==> config.mk <==
export PLATFORM = sky130hd
export DESIGN_NAME = axi_write_arbiter
export DESIGN_NICKNAME = d
export VERILOG_FILES = /design/src/rtl/axi_warb_pkg.sv /design/src/rtl/axi_write_arbiter_rr_arb2.sv /design/src/rtl/axi_write_arbiter.sv
export SDC_FILE = /design/constraint.sdc
export NUM_CORES = 1
export LEC_CHECK = 0
export BUFFER_PORTS_ARGS = -buffer_cell sky130_fd_sc_hd__buf_2
export CAP_MARGIN = 20
export CORE_AREA = 5 5 97 99
export DETAILED_ROUTE_END_ITERATION = 10
export DIE_AREA = 0 0 102 104
export HOLD_SLACK_MARGIN = 0.03
export SYNTH_ARGS = -nofsm -noshare
export SYNTH_HDL_FRONTEND = slang
export SYNTH_SLANG_ARGS = --single-unit
==> constraint.sdc <==
create_clock -name clk -period 1.9 [get_ports clk]
set_input_delay 0.38 -clock clk [delete_from_list [all_inputs] [get_ports clk]]
set_output_delay 0.38 -clock clk [all_outputs]
set_load 0.005 [all_outputs]
==> src/rtl/axi_warb_pkg.sv <==
// Shared definitions for the two-manager AXI-lite write arbiter.
package axi_warb_pkg;

    localparam int ID_W   = 4;
    localparam int ADDR_W = 32;
    localparam int DATA_W = 32;
    localparam int ATOP_W = 6;
    localparam int CNT_W  = 8;

    typedef enum logic [1:0] {
        IDLE = 2'd0,
        AW   = 2'd1,
        W    = 2'd2,
        B    = 2'd3
    } warb_state_e;

    // Beat counter increment that sticks at all-ones instead of wrapping.
    function automatic logic [CNT_W-1:0] sat_inc(input logic [CNT_W-1:0] v);
        return (v == {CNT_W{1'b1}}) ? v : v + 1'b1;
    endfunction

endpackage

==> src/rtl/axi_write_arbiter_rr_arb2.sv <==
// Two-input picker: a lone requester always wins; on a tie the pointer
// decides, or manager 0 wins when fixed_prio is set.
module rr_arb2 (
    input  logic [1:0] req,
    input  logic       ptr,
    input  logic       fixed_prio,
    output logic       grant
);

    // Select the winning manager index from the request pair.
    always_comb begin
        grant = 1'b0;
        case (req)
            2'b10:   grant = 1'b1;
            2'b11:   grant = fixed_prio ? 1'b0 : ptr;
            default: grant = 1'b0;
        endcase
    end

endmodule

==> src/rtl/axi_write_arbiter.sv <==
// Two-manager to one-subordinate AXI-lite write arbiter. One transaction is
// in flight at a time; the grant is held from AW acceptance through B.
// Define AXI_WARB_FIXED_PRIO_EN for fixed priority (manager 0 wins ties);
// otherwise ties alternate round-robin.
module axi_write_arbiter #(
    parameter int NUM_M = 2,
    parameter int ID_W  = axi_warb_pkg::ID_W
) (
    input  logic                                   clk,
    input  logic                                   rst,
    input  logic [NUM_M-1:0]                       m_awvalid,
    output logic [NUM_M-1:0]                       m_awready,
    input  logic [NUM_M*ID_W-1:0]                  m_awid,
    input  logic [NUM_M*axi_warb_pkg::ADDR_W-1:0]  m_awaddr,
    input  logic [NUM_M*axi_warb_pkg::ATOP_W-1:0]  m_awatop,
    input  logic [NUM_M-1:0]                       m_wvalid,
    output logic [NUM_M-1:0]                       m_wready,
    input  logic [NUM_M*axi_warb_pkg::DATA_W-1:0]  m_wdata,
    input  logic [NUM_M-1:0]                       m_wlast,
    output logic [NUM_M-1:0]                       m_bvalid,
    input  logic [NUM_M-1:0]                       m_bready,
    output logic [ID_W-1:0]                        m_bid,
    output logic                                   m_bcomp,
    output logic                                   s_awvalid,
    input  logic                                   s_awready,
    output logic [ID_W-1:0]                        s_awid,
    output logic [axi_warb_pkg::ADDR_W-1:0]        s_awaddr,
    output logic [axi_warb_pkg::ATOP_W-1:0]        s_awatop,
    output logic                                   s_wvalid,
    input  logic                                   s_wready,
    output logic [axi_warb_pkg::DATA_W-1:0]        s_wdata,
    output logic                                   s_wlast,
    input  logic                                   s_bvalid,
    output logic                                   s_bready,
    input  logic [ID_W-1:0]                        s_bid,
    input  logic                                   s_bcomp,
    output logic                                   grant,
    output logic                                   busy
);
    import axi_warb_pkg::*;

`ifdef AXI_WARB_FIXED_PRIO_EN
    localparam logic FIXED = 1'b1;
`else
    localparam logic FIXED = 1'b0;
`endif

    warb_state_e      state;
    logic [CNT_W-1:0] beat_cnt;
    logic             rr_ptr;
    logic             arb_gnt;
    logic             aw_hs, w_hs, b_hs;

    assign aw_hs = s_awvalid && s_awready;
    assign w_hs  = s_wvalid  && s_wready;
    assign b_hs  = s_bvalid  && s_bready;

    rr_arb2 u_arb (
        .req        (m_awvalid),
        .ptr        (rr_ptr),
        .fixed_prio (FIXED),
        .grant      (arb_gnt)
    );

`ifdef AXI_WARB_FIXED_PRIO_EN
    assign rr_ptr = 1'b0;
`else
    // Hand the next tie to the other manager once a transaction completes.
    always_ff @(posedge clk) begin
        if (rst)                     rr_ptr <= 1'b0;
        else if (state == B && b_hs) rr_ptr <= ~grant;
    end
`endif

    // Transaction FSM with registered grant/busy and the W beat count.
    always_ff @(posedge clk) begin
        if (rst) begin
            state    <= IDLE;
            grant    <= 1'b0;
            busy     <= 1'b0;
            beat_cnt <= '0;
        end else begin
            case (state)
                IDLE: if (|m_awvalid) begin
                    grant    <= arb_gnt;
                    busy     <= 1'b1;
                    beat_cnt <= '0;
                    state    <= AW;
                end
                AW: if (aw_hs) state <= W;
                W: if (w_hs) begin
                    beat_cnt <= sat_inc(beat_cnt);
                    if (s_wlast) state <= B;
                end
                B: if (b_hs) begin
                    busy  <= 1'b0;
                    state <= IDLE;
                end
                default: state <= IDLE;
            endcase
        end
    end

    // Route only the active channel of the owning manager; all else stays 0.
    always_comb begin
        m_awready = '0;
        m_wready  = '0;
        m_bvalid  = '0;
        m_bid     = '0;
        m_bcomp   = 1'b0;
        s_awvalid = 1'b0;
        s_awid    = '0;
        s_awaddr  = '0;
        s_awatop  = '0;
        s_wvalid  = 1'b0;
        s_wdata   = '0;
        s_wlast   = 1'b0;
        s_bready  = 1'b0;
        case (state)
            AW: begin
                s_awvalid        = m_awvalid[grant];
                s_awid           = m_awid[grant*ID_W +: ID_W];
                s_awaddr         = m_awaddr[grant*ADDR_W +: ADDR_W];
                s_awatop         = m_awatop[grant*ATOP_W +: ATOP_W];
                m_awready[grant] = s_awready;
            end
            W: begin
                s_wvalid        = m_wvalid[grant];
                s_wdata         = m_wdata[grant*DATA_W +: DATA_W];
                s_wlast         = m_wlast[grant];
                m_wready[grant] = s_wready;
            end
            B: begin
                m_bvalid[grant] = s_bvalid;
                s_bready        = m_bready[grant];
                m_bid           = s_bid;
                m_bcomp         = s_bcomp;
            end
            default: ;
        endcase
    end

    // A fresh grant always starts with a cleared beat count.
    always_ff @(posedge clk) begin
        if (!rst && state == AW) assert (beat_cnt == '0);
    end

endmodule

==> results.py <==
metrics = {
    "floorplanning": {
        "die_w_um": 102,
        "ios": 257,
        "die_area_um2": 10600,
        "coreArea_um2": 8470,
        "rows": 34,
        "start_util": 0.208,
        "die_h_um": 104,
    },
    "run_status": {
        "status": "finished clean",
    },
    "logic_synthesis": {
        "syn_nets": 399,
        "syn_avg_cell_area_um2": 7.69,
        "ys_warn_count": 0,
        "yosys.area.top_type": "mux2i_1",
        "synth.most_common_cell": "mux2i_1",
        "synthTopCellsByCount": "mux2i_1 (78), nor2b_1 (77), clkbuf_1 (12)",
        "netlist-cell-type-count": 25,
        "ys_top_cells_by_area": "mux2i_1 (44%), nor2b_1 (27%), dfxtp_1 (5.7%)",
        "synth_area_um2": 1760,
        "ys_seq_area_frac": 0.0568,
        "yosys.area.top_type_share": 0.443,
        "synth_cells": 229,
        "synth-edff-count": 0,
        "async_flop_share": 0,
        "ys_ff_latch": 5,
        "synth_ff_type": "dfxtp_1",
    },
    "clocking": {
        "cts_max_level": 1,
        "cts_hold_buf": 0,
        "cts_buffer_depth": 2,
        "cts-root-buf": "clkbuf_8",
        "cts_buffers": 3,
        "clock_sinks": 5,
        "clk_latency_ns": 0.22,
        "cts_tree": "done",
        "clk_pin_slew_ns": 0.03,
    },
    "setup_path": {
        "critical_path.max_stage_delay_ns": 0.43,
        "worstSetupPathType": "reg2out",
        "end_kind": "output port",
        "worst-path-buf-inv": 2,
        "cp_cell_sequence": "buf_12, mux2i_1, nor2b_1, buf_2",
        "cp.depth": 4,
        "endpoint": "s_awaddr[8]",
        "rr_worst_depth": 4,
        "r2r-end": "state[0]$_SDFFE_PP0P_",
        "path_delay_family": "flip-flops",
        "reg2reg_setup_slack_ns": 0.22,
        "critPathLaunchType": "flip-flop",
        "crit_path_start": "grant$_SDFFE_PP0P_",
        "cp_max_fo": 37,
        "r2r_start": "grant$_SDFFE_PP0P_",
        "cp.arrival_ns": 1.47,
        "slowest_stage": "dfxtp_4",
        "required_ns": 1.52,
    },
    "finish": {
        "drive_above_1_share": 0.565,
        "fillCellCount": 904,
        "final_util": 0.380,
        "nets": 645,
        "fin_area_um2": 3220,
        "area_growth_pct": 82.8,
        "diodes": 0,
    },
    "power_and_ir_drop": {
        "peakVddDrop_mv": 0.588,
        "power.density_nw_per_um2": 762,
        "power.leakage_nw": 1.75,
    },
    "global_routing": {
        "grt_max_degree": 44,
        "grt_overflow": 0,
        "grt_first_pass_wirelength_um": 11500,
        "gr-usage-all-layers": 0.129,
        "antenna_found_initial": 0,
        "grt_pass1_vias": 2442,
    },
    "detailed_routing": {
        "route.antenna.remaining_nets": 0,
        "drc": 0,
        "routed_wl_um": 7980,
        "drtIter0Drc": 64,
        "via_count": 2537,
        "viasPerCell": 4.36,
        "dr.pass1.iters": 4,
        "wl_per_cell_um": 13.7,
    },
    "sta": {
        "fmax_mhz": 540,
        "maxSlewHeadroom": 0.751,
        "final_hold_viol_count": 0,
        "rsz0062_at_grt": "false",
        "finalMaxSlewViolations": 0,
        "clock_skew_ns": 0.00413,
        "post-route-min-period_ns": 1.85,
        "setup_tns_ns": 0,
        "setup_violations": 0,
        "post-route-period-util": 0.975,
        "worst_pin_slew_ns": 0.373,
    },
    "hold_path": {
        "hold_depth": 2,
        "hold_path_class": "in2reg",
    },
    "place": {
        "post_dp_cell_area_um2": 3170,
        "gp_congestion": 0.860,
        "place_hpwl_um": 6980,
        "place.port_buffers": 256,
    },
    "flow_run": {
        "max_cap_viol_count": 0,
    },
}
power breakdown:
part	internal, mW	switching [mW]	total [mW]
Clock	0.144	0.0555	0.200
Combinational	1.11	0.952	2.06
Sequential	0.146	0.0494	0.196
Total	1.40	1.06	2.45
layer usage:
| metal | track usage | vias to the layer above | wire, um |
|---|---|---|---|
| li1 | - | 1267 | - |
| met1 | 0.149 | 1133 | 3050 |
| met2 | 0.245 | 129 | 4130 |
| met3 | 0.0208 | 8 | 722 |
| met4 | 0.0234 | 0 | 81 |
| met5 | 0 | - | 0 |
area by class of cell:
cell class / instances / area [um2] / share of cell area
clock buffer: 4 / 45.0 / 0.0140
multi-input combinational: 201 / 1570 / 0.486
inverter: 3 / 11.3 / 0.00350
tap: 108 / 135 / 0.0420
timing repair buffer: 261 / 1360 / 0.422
sequential: 5 / 104 / 0.0322
worst min path at each step:
stage	from	end	slack, ns
floorplan	rst	state[0]$_SDFFE_PP0P_	0.45
global placement	busy$_SDFFE_PP0P_	busy$_SDFFE_PP0P_	0.46
detailed placement	busy$_SDFFE_PP0P_	busy$_SDFFE_PP0P_	0.46
CTS	rst	state[0]$_SDFFE_PP0P_	0.40
global route	rst	state[0]$_SDFFE_PP0P_	0.41
finish	rst	grant$_SDFFE_PP0P_	0.40
cell usage in the layout, fill, tap and decap left out:
cell / Yosys / routed
buf_2: 7 / 256
mux2i_1: 78 / 78
nor2b_1: 77 / 77
nor2_1: 7 / 7
nand2_1: 6 / 6
and2_1: 6 / 6
nand2b_1: 4 / 4
dfxtp_1: 5 / 4
inv_1: 3 / 3
and3_1: 3 / 3
a21oi_1: 3 / 3
ha_1: 4 / 3
clkbuf_8: 0 / 3
buf_12: 0 / 3
o21ai_0: 2 / 2
nand3_1: 2 / 2
mux2_2: 1 / 1
a32oi_1: 1 / 1
o311ai_0: 1 / 1
o31a_1: 1 / 1
a21boi_0: 1 / 1
a2111o_1: 1 / 1
a211oi_1: 1 / 1
a221oi_2: 1 / 1
a31oi_1: 1 / 1
ha_2: 0 / 1
clkbuf_1: 12 / 1
dfxtp_4: 0 / 1
buf_6: 0 / 1
buf_4: 1 / 1
registers in the layout, summed over array words and instances, names as in the netlist:
register,count
busy,1
grant,1
rr_ptr,1
state,2
metrics by stage:
| step | total power [mW] | hold slack (ns) | setup slack (ns) | cells |
|---|---|---|---|---|
| 2_1_floorplan | 1.40 | 0.446 | 0.183 | 229 |
| 3_3_place_gp | 2.21 | 0.459 | 0.276 | 578 |
| 4_1_cts | 2.48 | 0.402 | 0.0204 | 582 |
| 5_1_grt | 2.67 | 0.407 | 0.0129 | 582 |
| 6_report | 2.45 | 0.397 | 0.0481 | 582 |
| 3_5_place_dp | 2.26 | 0.459 | 0.224 | 578 |
timing repair:
item                                    CTS  global route
setup buffers                             0             0
endpoints found under the setup margin    0            35
gates resized for setup                   0             2
endpoints found under the hold margin     0             0
kinds of logic after synthesis:
group,Yosys count,synth area share
AND/OR/NAND/NOR,105,0.353
multiplexers,79,0.450
buffers and inverters,23,0.0561
AO/OA/AOI/OAI,13,0.0561
flip-flops,5,0.0568
adder cells (fa/ha/maj),4,0.0284
(Power assumes the default switching activity.)
